**src/rtl/mc6845_host_writer_if.sv**
```systemverilog
// rtl/mc6845_host_writer_if.sv - request port and CRTC CPU-bus bundle for mc6845_host_writer
//
// Purpose: groups the write-request handshake and the MC6845 CPU bus so the
// writer and its host/target see one connection.
// Signals:
//   req_valid/req_ready/req_addr[4:0]/req_data[7:0]  write request handshake
//   done, busy                                       request status
//   E, CSn, RS, RW, D[7:0]                           MC6845 CPU bus
// Modports: slave = the writer, master = the requester/observer side.
interface mc6845_host_writer_if;
  logic       req_valid;
  logic       req_ready;
  logic [4:0] req_addr;
  logic [7:0] req_data;
  logic       done;
  logic       busy;
  logic       E;
  logic       CSn;
  logic       RS;
  logic       RW;
  logic [7:0] D;

  modport slave (
    input  req_valid, req_addr, req_data,
    output req_ready, done, busy, E, CSn, RS, RW, D
  );

  modport master (
    output req_valid, req_addr, req_data,
    input  req_ready, done, busy, E, CSn, RS, RW, D
  );
endinterface

```
**src/rtl/mc6845_host_writer.sv**
```systemverilog
// rtl/mc6845_host_writer.sv - bus initiator that programs an MC6845 CRTC register file
//
// Purpose: takes register write requests and issues an address-register write
// (RS=0) followed by a data-register write (RS=1) on the CRTC CPU bus. The
// address cycle is skipped when the target's address register already holds
// the requested index.
// Optional feature: define CRTC_BOOT_INIT_EN to write a 16-entry MDA 80x25
// table to R0..R15 right after reset, before host requests are accepted.
// Ports:
//   CLK   in  system clock, rising edge
//   RSTn  in  asynchronous active-low reset
//   bus   slave modport of mc6845_host_writer_if (request port + CRTC bus)
module mc6845_host_writer #(
  parameter int SETUP_CYC  = 1,
  parameter int E_HIGH_CYC = 2,
  parameter int HOLD_CYC   = 1
) (
  input  logic                  CLK,
  input  logic                  RSTn,
  mc6845_host_writer_if.slave   bus
);

  localparam int MAX_SE  = (SETUP_CYC > E_HIGH_CYC) ? SETUP_CYC : E_HIGH_CYC;
  localparam int MAX_CYC = (MAX_SE > HOLD_CYC) ? MAX_SE : HOLD_CYC;
  localparam int CW      = $clog2(MAX_CYC) + 1;

  typedef enum logic [2:0] {
    IDLE, A_SETUP, A_EHI, A_HOLD, D_SETUP, D_EHI, D_HOLD
  } state_t;

  state_t        state_q, state_d;
  logic [CW-1:0] cnt_q, cnt_d;
  logic [4:0]    addr_q, addr_d;
  logic [7:0]    data_q, data_d;
  logic [4:0]    cache_q, cache_d;
  logic          cache_valid_q, cache_valid_d;

  logic          e_q, e_d;
  logic          csn_q, csn_d;
  logic          rs_q, rs_d;
  logic          rw_q, rw_d;
  logic [7:0]    dbus_q, dbus_d;
  logic          done_q, done_d;
  logic          busy_q, busy_d;
  logic          ready_q, ready_d;

  logic          done_ev;
  logic          start;
  logic [4:0]    start_addr;
  logic [7:0]    start_data;
  logic          boot_busy, boot_busy_next;
  logic [4:0]    boot_addr;
  logic [7:0]    boot_data;
  logic          a_phase, d_phase;

  // Counter reload value for the phase being entered; a phase ends when cnt reaches 0.
  function automatic logic [CW-1:0] phase_len(input state_t s);
    case (s)
      A_SETUP, D_SETUP: phase_len = CW'(SETUP_CYC - 1);
      A_EHI,   D_EHI:   phase_len = CW'(E_HIGH_CYC - 1);
      A_HOLD,  D_HOLD:  phase_len = CW'(HOLD_CYC - 1);
      default:          phase_len = '0;
    endcase
  endfunction

  assign done_ev = (state_q == D_HOLD) && (cnt_q == '0);

`ifdef CRTC_BOOT_INIT_EN
  localparam logic RST_READY = 1'b0;
  localparam logic RST_BUSY  = 1'b1;

  logic       boot_q, boot_d;
  logic [3:0] boot_idx_q, boot_idx_d;

  function automatic logic [7:0] boot_rom(input logic [3:0] i);
    case (i)
      4'd0:  boot_rom = 8'h61;
      4'd1:  boot_rom = 8'h50;
      4'd2:  boot_rom = 8'h52;
      4'd3:  boot_rom = 8'h0F;
      4'd4:  boot_rom = 8'h19;
      4'd5:  boot_rom = 8'h06;
      4'd6:  boot_rom = 8'h19;
      4'd7:  boot_rom = 8'h19;
      4'd8:  boot_rom = 8'h02;
      4'd9:  boot_rom = 8'h0D;
      4'd10: boot_rom = 8'h0B;
      4'd11: boot_rom = 8'h0C;
      default: boot_rom = 8'h00;
    endcase
  endfunction

  always_ff @(posedge CLK or negedge RSTn) begin
    if (!RSTn) begin
      boot_q     <= 1'b1;
      boot_idx_q <= 4'd0;
    end else begin
      boot_q     <= boot_d;
      boot_idx_q <= boot_idx_d;
    end
  end

  // Advance one ROM entry per completed data cycle; the last done ends boot.
  always_comb begin
    boot_d     = boot_q;
    boot_idx_d = boot_idx_q;
    if (boot_q && done_ev) begin
      if (boot_idx_q == 4'd15) boot_d = 1'b0;
      else                     boot_idx_d = boot_idx_q + 4'd1;
    end
  end

  assign boot_busy      = boot_q;
  assign boot_busy_next = boot_d;
  assign boot_addr      = {1'b0, boot_idx_q};
  assign boot_data      = boot_rom(boot_idx_q);
`else
  localparam logic RST_READY = 1'b1;
  localparam logic RST_BUSY  = 1'b0;

  assign boot_busy      = 1'b0;
  assign boot_busy_next = 1'b0;
  assign boot_addr      = 5'd0;
  assign boot_data      = 8'd0;
`endif

  // Boot entries take priority; host requests only start while ready_q is high.
  assign start      = (state_q == IDLE) && (boot_busy || (bus.req_valid && ready_q));
  assign start_addr = boot_busy ? boot_addr : bus.req_addr;
  assign start_data = boot_busy ? boot_data : bus.req_data;

  always_ff @(posedge CLK or negedge RSTn) begin
    if (!RSTn) begin
      state_q       <= IDLE;
      cnt_q         <= '0;
      addr_q        <= 5'd0;
      data_q        <= 8'd0;
      cache_q       <= 5'd0;
      cache_valid_q <= 1'b0;
      e_q           <= 1'b0;
      csn_q         <= 1'b1;
      rs_q          <= 1'b0;
      rw_q          <= 1'b1;
      dbus_q        <= 8'd0;
      done_q        <= 1'b0;
      busy_q        <= RST_BUSY;
      ready_q       <= RST_READY;
    end else begin
      state_q       <= state_d;
      cnt_q         <= cnt_d;
      addr_q        <= addr_d;
      data_q        <= data_d;
      cache_q       <= cache_d;
      cache_valid_q <= cache_valid_d;
      e_q           <= e_d;
      csn_q         <= csn_d;
      rs_q          <= rs_d;
      rw_q          <= rw_d;
      dbus_q        <= dbus_d;
      done_q        <= done_d;
      busy_q        <= busy_d;
      ready_q       <= ready_d;
    end
  end

  always_comb begin
    state_d       = state_q;
    cnt_d         = cnt_q;
    addr_d        = addr_q;
    data_d        = data_q;
    cache_d       = cache_q;
    cache_valid_d = cache_valid_q;

    case (state_q)
      IDLE: begin
        if (start) begin
          addr_d  = start_addr;
          data_d  = start_data;
          state_d = (cache_valid_q && (start_addr == cache_q)) ? D_SETUP : A_SETUP;
        end
      end
      A_SETUP: if (cnt_q == '0) state_d = A_EHI;
      A_EHI:   if (cnt_q == '0) state_d = A_HOLD;
      A_HOLD: begin
        if (cnt_q == '0) begin
          state_d       = D_SETUP;
          cache_d       = addr_q;
          cache_valid_d = 1'b1;
        end
      end
      D_SETUP: if (cnt_q == '0) state_d = D_EHI;
      D_EHI:   if (cnt_q == '0) state_d = D_HOLD;
      D_HOLD:  if (cnt_q == '0) state_d = IDLE;
      default: state_d = IDLE;
    endcase

    // Every phase moves to a different state, so a state change marks a reload.
    if (state_d != state_q)     cnt_d = phase_len(state_d);
    else if (state_q != IDLE)   cnt_d = cnt_q - CW'(1);

    // Bus outputs are registered from the next state so they change together
    // with the phase; RS/D only move across SETUP/HOLD boundaries where E=0.
    a_phase = (state_d == A_SETUP) || (state_d == A_EHI) || (state_d == A_HOLD);
    d_phase = (state_d == D_SETUP) || (state_d == D_EHI) || (state_d == D_HOLD);
    e_d     = (state_d == A_EHI) || (state_d == D_EHI);
    csn_d   = (state_d == IDLE);
    rw_d    = (state_d == IDLE);
    rs_d    = d_phase;
    dbus_d  = a_phase ? {3'b000, addr_d} : (d_phase ? data_d : 8'h00);
    done_d  = done_ev;
    busy_d  = (state_d != IDLE) || boot_busy_next;
    ready_d = (state_d == IDLE) && !boot_busy_next;
  end

  assign bus.E         = e_q;
  assign bus.CSn       = csn_q;
  assign bus.RS        = rs_q;
  assign bus.RW        = rw_q;
  assign bus.D         = dbus_q;
  assign bus.done      = done_q;
  assign bus.busy      = busy_q;
  assign bus.req_ready = ready_q;

endmodule

```
**src/flat_wrapper.sv**
```systemverilog
// flat-port wrapper written by rule: the top's interface ports become plain ports
module mc6845_host_writer_flat 
#(
  parameter int SETUP_CYC  = 1,
  parameter int E_HIGH_CYC = 2,
  parameter int HOLD_CYC   = 1
)
  (CLK, RSTn, bus_req_valid, bus_req_addr, bus_req_data, bus_req_ready, bus_done, bus_busy, bus_E, bus_CSn, bus_RS, bus_RW, bus_D);
  mc6845_host_writer_if bus_i ();
  input  logic CLK;
  input  logic RSTn;
  input wire logic [$bits(bus_i.req_valid)-1:0] bus_req_valid;
  input wire logic [$bits(bus_i.req_addr)-1:0] bus_req_addr;
  input wire logic [$bits(bus_i.req_data)-1:0] bus_req_data;
  output wire logic [$bits(bus_i.req_ready)-1:0] bus_req_ready;
  output wire logic [$bits(bus_i.done)-1:0] bus_done;
  output wire logic [$bits(bus_i.busy)-1:0] bus_busy;
  output wire logic [$bits(bus_i.E)-1:0] bus_E;
  output wire logic [$bits(bus_i.CSn)-1:0] bus_CSn;
  output wire logic [$bits(bus_i.RS)-1:0] bus_RS;
  output wire logic [$bits(bus_i.RW)-1:0] bus_RW;
  output wire logic [$bits(bus_i.D)-1:0] bus_D;
  assign bus_i.req_valid = bus_req_valid;
  assign bus_i.req_addr = bus_req_addr;
  assign bus_i.req_data = bus_req_data;
  assign bus_req_ready = bus_i.req_ready;
  assign bus_done = bus_i.done;
  assign bus_busy = bus_i.busy;
  assign bus_E = bus_i.E;
  assign bus_CSn = bus_i.CSn;
  assign bus_RS = bus_i.RS;
  assign bus_RW = bus_i.RW;
  assign bus_D = bus_i.D;
  mc6845_host_writer #(.SETUP_CYC(SETUP_CYC), .E_HIGH_CYC(E_HIGH_CYC), .HOLD_CYC(HOLD_CYC)) u_core (.CLK(CLK), .RSTn(RSTn), .bus(bus_i));
endmodule
```
**config.mk**
```make
export PLATFORM = sky130hd
export DESIGN_NAME = mc6845_host_writer_flat
export DESIGN_NICKNAME = d
export VERILOG_FILES = /design/src/rtl/mc6845_host_writer_if.sv /design/src/rtl/mc6845_host_writer.sv /design/src/flat_wrapper.sv
export SDC_FILE = /design/constraint.sdc
export NUM_CORES = 1
export LEC_CHECK = 0
export ABC_AREA = 1
export CAP_MARGIN = 15
export CORE_UTILIZATION = 30
export CTS_BUF_LIST = sky130_fd_sc_hd__clkbuf_2 sky130_fd_sc_hd__clkbuf_4 sky130_fd_sc_hd__clkbuf_8
export CTS_CLUSTER_DIAMETER = 40
export CTS_CLUSTER_SIZE = 30
export DETAILED_ROUTE_END_ITERATION = 6
export PLACE_DENSITY = 0.58
export SLEW_MARGIN = 5
export SYNTH_ARGS = -nofsm -noshare
export SYNTH_HDL_FRONTEND = slang
export SYNTH_SLANG_ARGS = --single-unit
```
**constraint.sdc**
```tcl
create_clock -name CLK -period 1.5 [get_ports CLK]
set_input_delay 0.3 -clock CLK [delete_from_list [all_inputs] [get_ports CLK]]
set_output_delay 0.3 -clock CLK [all_outputs]
set_load 0.01 [all_outputs]
```
After elaboration in Yosys (flattened, before gate mapping)
Index checks and enable logic that the tools add are counted.
{"block": "totals", "word_cells": 62, "regBits": 37, "input_bits": 16, "romBits": 0, "out_inout_bits": 15, "latch_bits": 0, "n_memories": 0, "ram_bits": 0}
{"block": "classes", "eq_ne": 14, "n_shift": 0, "mul": 0, "n_reduce_logical": 17, "magnitude_cmp": 0, "n_mux": 18, "bitwise_logic": 0, "addsub": 1, "n_div": 0}
{"cell": "8-bit two-way mux", "n": 4}
{"cell": "3-bit two-way mux", "n": 8}
{"cell": "3-bit case mux with 7 select lines", "n": 1}
{"cell": "3-bit == test (second input constant)", "n": 6}
{"cell": "3-bit by 2-bit == test with 1-bit output (second input constant)", "n": 4}
{"cell": "5-bit two-way mux", "n": 2}
{"cell": "3-bit by 1-bit == test with 1-bit output (second input constant)", "n": 2}
{"cell": "3-bit logical NOT", "n": 2}
{"cell": "3-bit nonzero test", "n": 2}
{"cell": "5-bit == test", "n": 1}
{"cell": "1-bit logical OR", "n": 5}
{"cell": "1-bit logical AND", "n": 4}
{"cell": "2-bit two-way mux", "n": 2}
{"cell": "3-bit inequality test", "n": 1}
{"cell": "2-bit logical NOT", "n": 1}
{"cell": "2-bit AND reduction", "n": 1}
{"cell": "2-bit nonzero test", "n": 1}
{"cell": "2-bit OR reduction", "n": 1}
{"cell": "2-bit by 1-bit subtractor with 2-bit output (second input constant)", "n": 1}
{"cell": "1-bit two-way mux", "n": 1}

Depth between registers and ports, before layout
Gate-level depths: netlist of the first run.
{"block": "depth", "ltp_word": 10, "ltp_mapped": 12}

Worst setup path after synthesis of the first run
Ideal clock, no wire load.
{"block": "synth_path", "path_type": "register to register", "from": "reg u_core.bus.CSn (netlist name)", "to": "reg u_core.cnt_q[0]", "arrival_ns": 1.327, "stages_incl_launch_ff": 10, "period_less_slack_ns": 1.440, "path_buffers": 0, "path_slack_ns": 0.060, "t_required_ns": 1.387, "setup_time_ns": 0.113, "path_cell_list": "dfstp_2 > nand2_1 > nor2_8 > nand4_4 > nand2_4 > nand2_1 > nand3_2 > nand2_1 > nand2_1 > inv_1"}
{"item": "end signal: assignment", "line": "mc6845_host_writer.sv:150", "source": "cnt_q <= cnt_d;"}
{"item": "end: declaration", "line": "mc6845_host_writer.sv:32", "source": "logic [CW-1:0] cnt_q, cnt_d;"}

Final worst setup path of the first run
{"block": "layout_path", "from": "reg u_core.state_q[0]", "to": "reg u_core.cnt_q[0]"}
{"block": "layout_between", "elab_chain_len": 8, "word_cells_on_any_way": 24, "classes_between": "9 x eq/ne; 10 x mux; 5 x reduce/logical"}
{"item": "start: declaration", "line": "mc6845_host_writer.sv:31", "source": "state_t state_q, state_d;"}
{"item": "start signal: assignment", "line": "mc6845_host_writer.sv:149", "source": "state_q <= state_d;"}
{"item": "3-bit logical NOT", "line": "mc6845_host_writer.sv:128, mc6845_host_writer.sv:174"}
{"item": "1-bit logical AND", "line": "mc6845_host_writer.sv:128", "source": "assign start = (state_q == IDLE) && (boot_busy || (bus.req_valid && ready_q));"}
{"item": "3-bit two-way mux", "line": "mc6845_host_writer.sv:176", "source": "if (start) begin"}
{"item": "3-bit case mux with 7 select lines *", "line": "mc6845_host_writer.sv:174", "source": "case (state_q)"}
{"item": "named net u_core.state_d[2]", "line": "mc6845_host_writer.sv:31"}
{"item": "3-bit == test or 3-bit by 2-bit == test with 1-bit output (tied branches)", "line": "mc6845_host_writer.sv:58", "source": "case (s)"}
{"item": "2-bit OR reduction", "line": "mc6845_host_writer.sv:58"}
{"item": "1-bit two-way mux", "line": "mc6845_host_writer.sv:58"}
{"item": "2-bit two-way mux", "line": "mc6845_host_writer.sv:198", "source": "if (state_d != state_q) cnt_d = phase_len(state_d);"}
The timed path passes the listed nets; every way through them passes the cells marked *.
A chain may end at the register's enable or synchronous reset.

==> flow_summary.ini, run 1 <==
[global_route]
grt_overflow = 0
grt_pass1_vias = 1250
grt_pass1_wl_um = 5580
grt_max_degree = 23
antenna_found_initial = 0
grt_usage_pct = 12.1

[cells_and_area]
syn2layout_area_growth_pct = 40.6
fin_util_pct = 43.6
drive_above_1_share_pct = 29.2
antennaDiodeCount = 0
layout.nets = 259

[synth]
ys_top_cells_by_area = dfrtp_1, nand2_1, inv_1, nand3_1, o21ai_2
synth_fp_nets = 208
synth_cells = 191
ys.flop_type = dfrtp_1
synth_common_cells = nand2_1, dfrtp_1, inv_1
ys_ff_latch = 37
synth_edf_count = 0
synth_warnings = 0
synth_largest_area_cell = dfrtp_1
avgSynthCellArea_sq_um = 8.94
yosysMostFrequentCell = nand2_1
ys_seq_area_share_pct = 54.3
synth_top_area_share_pct = 52.8
synth_cell_types = 30
synthArstFlopShare_pct = 100
netlist_area_sq_um = 1710

[clock_tree]
insertion_delay_ns = 0.28
clk_pin_slew_worst_paths_ns = 0.07
cts_tree = yes
clockBufferDepth = 2
cts_sinks = 37
cts_buffers = 5
cts-root-buf = clkbuf_8
h-tree-depth = 2

[sta]
slew_viol_final = 0
clock_skew_ns = 0.00329
tightestPinTransition_ns = 0.394
slew_headroom_pct = 73.7
rsz0062_at_grt = true
layout_setup_ws_ns = 0.0339
period_minus_slack_ns = 1.47
finalSetupViolCount = 0
tns_ns = 0
final-hold-violation-count = 0
min_period_over_period_pct = 97.7
fmax_mhz = 682

[critical_path]
worst_r2r_endpoint = u_core.cnt_q[0]$_DFFE_PN0P_
r2r_start = u_core.state_q[0]$_DFF_PN0_
r2r_cells = 10
r2r_setup_slack_ns = 0.03
crit_path_end_kind = register
crit_path_start_kind = register
critical_path.max_fanout = 7
cp.required_ns = 1.68
crit_type = register to register
arrival_ns = 1.65

[run_status]
outcome = finished, final reports clean

[floorplan]
row_count = 27
core-area_sq_um = 5510
dieArea_sq_um = 5990
die_h_um = 77.4
initial_utilization_pct = 31.0
dieWidth_um = 77.4
pin_count = 31

[detailed_routing]
routedWlPerCell_um = 10.5
post-route-drc-count = 0
routed_wl_um = 3310
drt-vias-per-instance = 4.19
via_count = 1319
drt_iter0_drc = 36
drtPass1Iterations = 4
antenna_left = 0

[hold_path]
hold_start = bus_req_addr[4]
hold_class = input port to register
whs_path_depth = 3
min_to = u_core.addr_q[4]$_DFF_PN0_

[place]
place_ws_ns = -0.271
dp_hpwl_um = 2430
port_buffers = 30
gp_congestion = 0.742

[job]
cap_violations = 0

[power_and_ir_drop]
p_leak_nw = 1.29
power.density_nw_per_um2 = 2050
ir_drop_v = 0.000834
==> layout by cell type, fill, tap and decap left out, types with 2 or more instances in the layout <==
cell	instances
clkdlybuf4s50_1	18
inv_1	23
nand3_4	2
o21ai_2	4
nand2_4	3
o21ai_0	5
nand3_2	6
nand2_2	5
dlymetal6s2s_1	8
nand2_1	60
nor2_4	4
nor2_1	4
o21ai_1	5
or2_2	4
clkbuf_8	5
clkdlybuf4s15_1	3
a21oi_2	2
nand3_1	3
dfrtp_1	36
nand4_1	2
inv_2	8
clkinv_2	2
buf_4	17
==> worst max-delay path by stage <==
stage                                      startpoint                           to  slack (ns)  cells after the start
after floorplan              u_core.bus.CSn$_DFF_PN1_  u_core.cnt_q[0]$_DFFE_PN0P_        0.06                      9
after global placement                bus_req_addr[0]    u_core.bus.D[1]$_DFF_PN0_       -0.26                     10
after detailed placement              bus_req_addr[1]    u_core.bus.D[4]$_DFF_PN0_       -0.27                     10
after CTS                   u_core.bus.D[4]$_DFF_PN0_                     bus_D[4]       0.006                      1
after global routing      u_core.cnt_q[1]$_DFFE_PN0P_  u_core.cnt_q[0]$_DFFE_PN0P_       -0.06                     11
final                     u_core.state_q[0]$_DFF_PN0_  u_core.cnt_q[0]$_DFFE_PN0P_        0.03                     10
==> area by class of cell <==
type / count / area, sq um
clock buffer: 6 / 76.3
clock inverter: 2 / 10.0
fill: 542 / 3110
inverter: 32 / 123
multi-input combinational: 117 / 701
sequential: 37 / 927
tap: 72 / 90.1
timing repair buffer: 49 / 473
==> where the power goes <==
group          total [mW]  switching [mW]  internal [mW]
Combinational        2.61            1.46           1.15
Clock               0.671           0.331          0.340
Sequential           1.64           0.177           1.46
Total                4.92            1.97           2.96
==> metal layers <==
layer / global-route usage [%] / share of wire, %
met5: 0 / 0
met1: 15.5 / 48
met4: 5.47 / 1.2
met3: 2.71 / 3.3
met2: 19.4 / 48
==> metrics by stage <==
step	total power [mW]	area [sq um]	cells	hold WS, ns
2_1_floorplan	3.16	1710	191	0.00441
3_3_place_gp	3.92	2160	300	0.252
3_5_place_dp	3.94	2160	300	0.248
4_1_cts	4.73	2290	312	0.477
5_1_grt	5.37	2400	315	0.383
6_report	4.92	2400	315	0.372
==> kinds of logic after synthesis <==
group / count (synthesis) / share of synthesized area, %
AO/OA/AOI/OAI: 16 / 5.79
buffers and inverters: 37 / 9.24
flip-flops: 37 / 54.3
XOR/XNOR: 1 / 0.513
adder cells (fa/ha/maj): 1 / 0.733
AND/OR/NAND/NOR: 99 / 29.4
==> worst max-delay path, cell delays in order, from the launching register on <==
cell and delay [ns]:
dfrtp_1 0.40, inv_2 0.12, nand3_4 0.12, nor2_8 0.18, nand4_4 0.15, nand2_4 0.11, nand2_1 0.07, nand3_2 0.09
nand2_1 0.05, nand2_1 0.05, inv_1 0.03
==> timing repair <==
action	CTS	global route
hold endpoints to repair	15	0
pin swaps	3	13
buffers inserted	3	3
hold buffers	1	0
gates resized for setup	8	28
setup endpoints to repair	6	24
==> sequential cells by signal (all words and copies together), names as in the netlist <==
| name | count |
|---|---|
| u_core.bus.D | 8 |
| u_core.data_q | 8 |
| u_core.addr_q | 5 |
| u_core.cache_q | 5 |
| u_core.state_q | 3 |
| u_core.cnt_q | 2 |
| u_core.bus.CSn | 1 |
| u_core.bus.E | 1 |
| u_core.bus.RS | 1 |
| u_core.bus.busy | 1 |
| u_core.bus.done | 1 |
| u_core.cache_valid_q | 1 |
Power figures use the tool's default switching activity.
==> run 2, diff against run 1 <==
Settings changed: CORE_UTILIZATION 30 to 51, PLACE_DENSITY 0.58 to 0.84.
Clock period 1.5 ns to 1.9 ns, I/O delays scaled along.
==> flow_summary.ini, run 2 (synthesized netlist as in run 1, its figures left out) <==
[run_status]
outcome = finished, final reports clean

[power_and_ir_drop]
p_total_mw = 3.56
power.density_nw_per_um2 = 1670
ir_drop_v = 0.000852
p_leak_nw = 1.11

[cells_and_area]
design_area_sq_um = 2140
final_cell_mix = nand2_1, dfrtp_1, clkdlybuf4s50_1, inv_1, nand3_1
nFillCells = 280
register_area_sq_um = 927
multi_input_area_sq_um = 622
layout.nets = 244
syn2layout_area_growth_pct = 25.1
drive_above_1_share_pct = 18.4
antennaDiodeCount = 0
final_common_cell = nand2_1

[detailed_routing]
wl_met1_um = 1320
drt-vias-per-instance = 4.66
via_count = 1267
dr_wl_met2_um = 1430
drt_iter0_drc = 16
antenna_left = 0
routedWlPerCell_um = 10.7
post-route-drc-count = 0
routed_wl_um = 2910
drtPass1Iterations = 4
dr_wl_met3_um = 102
highest_layer = met4

[sta]
rsz0062_at_grt = false
clock_skew_ns = 0.00224
period_minus_slack_ns = 1.82
slew_headroom_pct = 71.0
finalSetupViolCount = 0
fmax_mhz = 548
tightestPinTransition_ns = 0.436
min_period_over_period_pct = 96.0
final-hold-violation-count = 0
slew_viol_final = 0
layout_setup_ws_ns = 0.0759

[critical_path]
critical_path.max_fanout = 4
startpoint = u_core.bus.CSn$_DFF_PN1_
timing.critical_path.slowest_cell_delay_ns = 0.57
arrival_ns = 1.44
crit_type = register to primary output
r2r_setup_slack_ns = 0.31
crit_path_end_kind = primary output
crit_buf_inv = 1
cpMaxStageDelayCell = dfstp_2
r2r_start = u_core.cnt_q[0]$_DFFE_PN0P_
worst_r2r_endpoint = u_core.cnt_q[0]$_DFFE_PN0P_
r2r_cells = 10
cp.required_ns = 1.52
cp_top_family = flip-flops
crit_chain = clkdlybuf4s50_1
crit_path_start_kind = register

[global_route]
grt_max_degree = 38
grt_pass1_vias = 1260
antenna_found_initial = 0
grt_pass1_wl_um = 5440
grt_usage_pct = 21.2
grt_overflow = 0

[clock_tree]
cts_tree = yes
h-tree-depth = 2
ctsHoldBuffers = 0
cts_sinks = 37
clockBufferDepth = 2
cts-root-buf = clkbuf_4
cts_buffers = 5
clk_pin_slew_worst_paths_ns = 0.11
insertion_delay_ns = 0.34

[place]
gp_congestion = 0.758
place_ws_ns = -0.0106
port_buffers = 30
dp_hpwl_um = 2220
place_area_sq_um = 2050

[job]
cap_violations = 0

[floorplan]
row_count = 20
dieWidth_um = 59.8
pin_count = 31
initial_utilization_pct = 55.0
dieArea_sq_um = 3580
core-area_sq_um = 3100
die_h_um = 59.8

[hold_path]
hold_class = input port to asynchronous set/reset pin
-- run 2: area by class of cell --
| type | instances | area share, % |
|---|---|---|
| sequential | 37 | 43.4 |
| clock inverter | 2 | 1.82 |
| tap | 44 | 2.58 |
| multi-input combinational | 117 | 29.1 |
| clock buffer | 6 | 2.11 |
| timing repair buffer | 34 | 15.3 |
| inverter | 32 | 5.62 |
-- run 2: worst max path at each step --
stage	end	slack, ns	cells past startpoint
2_1_floorplan	u_core.cnt_q[0]$_DFFE_PN0P_	0.46	9
3_3_place_gp	u_core.cnt_q[0]$_DFFE_PN0P_	0.009	12
3_5_place_dp	u_core.bus.D[1]$_DFF_PN0_	-0.01	10
4_1_cts	bus_req_ready	0.05	1
5_1_grt	bus_RW	0.001	1
6_report	bus_req_ready	0.08	1
-- run 2: per-layer routing --
metal	GRT usage, %	vias up
met4	8.31	0
met3	7.36	7
met5	0	-
li1	-	659
met2	33.7	22
met1	26.4	579
-- run 2: worst reg2reg max path, delay by kind of cell (launching register included) --
family | cells | cell delay (ns)
adders and majority gates | 1 | 0.17
and+or+nand+nor | 7 | 0.83
DFF | 1 | 0.38
buffers and inverters | 2 | 0.12
-- run 2: timing repair --
| action | CTS | global route |
|---|---|---|
| gates resized for setup | 0 | 1 |
| endpoints found under the hold margin | 0 | 0 |
| buffers inserted | 0 | 0 |
| endpoints found under the setup margin | 0 | 2 |
-- run 2: stage by stage --
step | std cells | util [%] | TNS [ns] | hold WS, ns
finish | 272 | 68.8 | 0 | 0.0513
global route | 272 | 68.8 | 0 | 0.0860
CTS | 272 | 68.8 | 0 | 0.0577
detailed placement | 264 | 66.0 | -0.0106 | 0.440
global placement | 264 | 66.0 | 0 | 0.445
floorplan | 191 | - | 0 | 0.0844
-- run 2: power breakdown --
group	internal [mW]	switching, mW	leakage [nW]	total, mW
combinational	0.712	0.994	0.614	1.71
clock	0.294	0.263	0.0459	0.557
sequential	1.15	0.141	0.452	1.29
==> run 3, diff against run 2 <==
Settings changed: CAP_MARGIN 15 to 30.
==> results of run 3 <==
The final DEF is identical to that of run 2; final timing and power are the same.
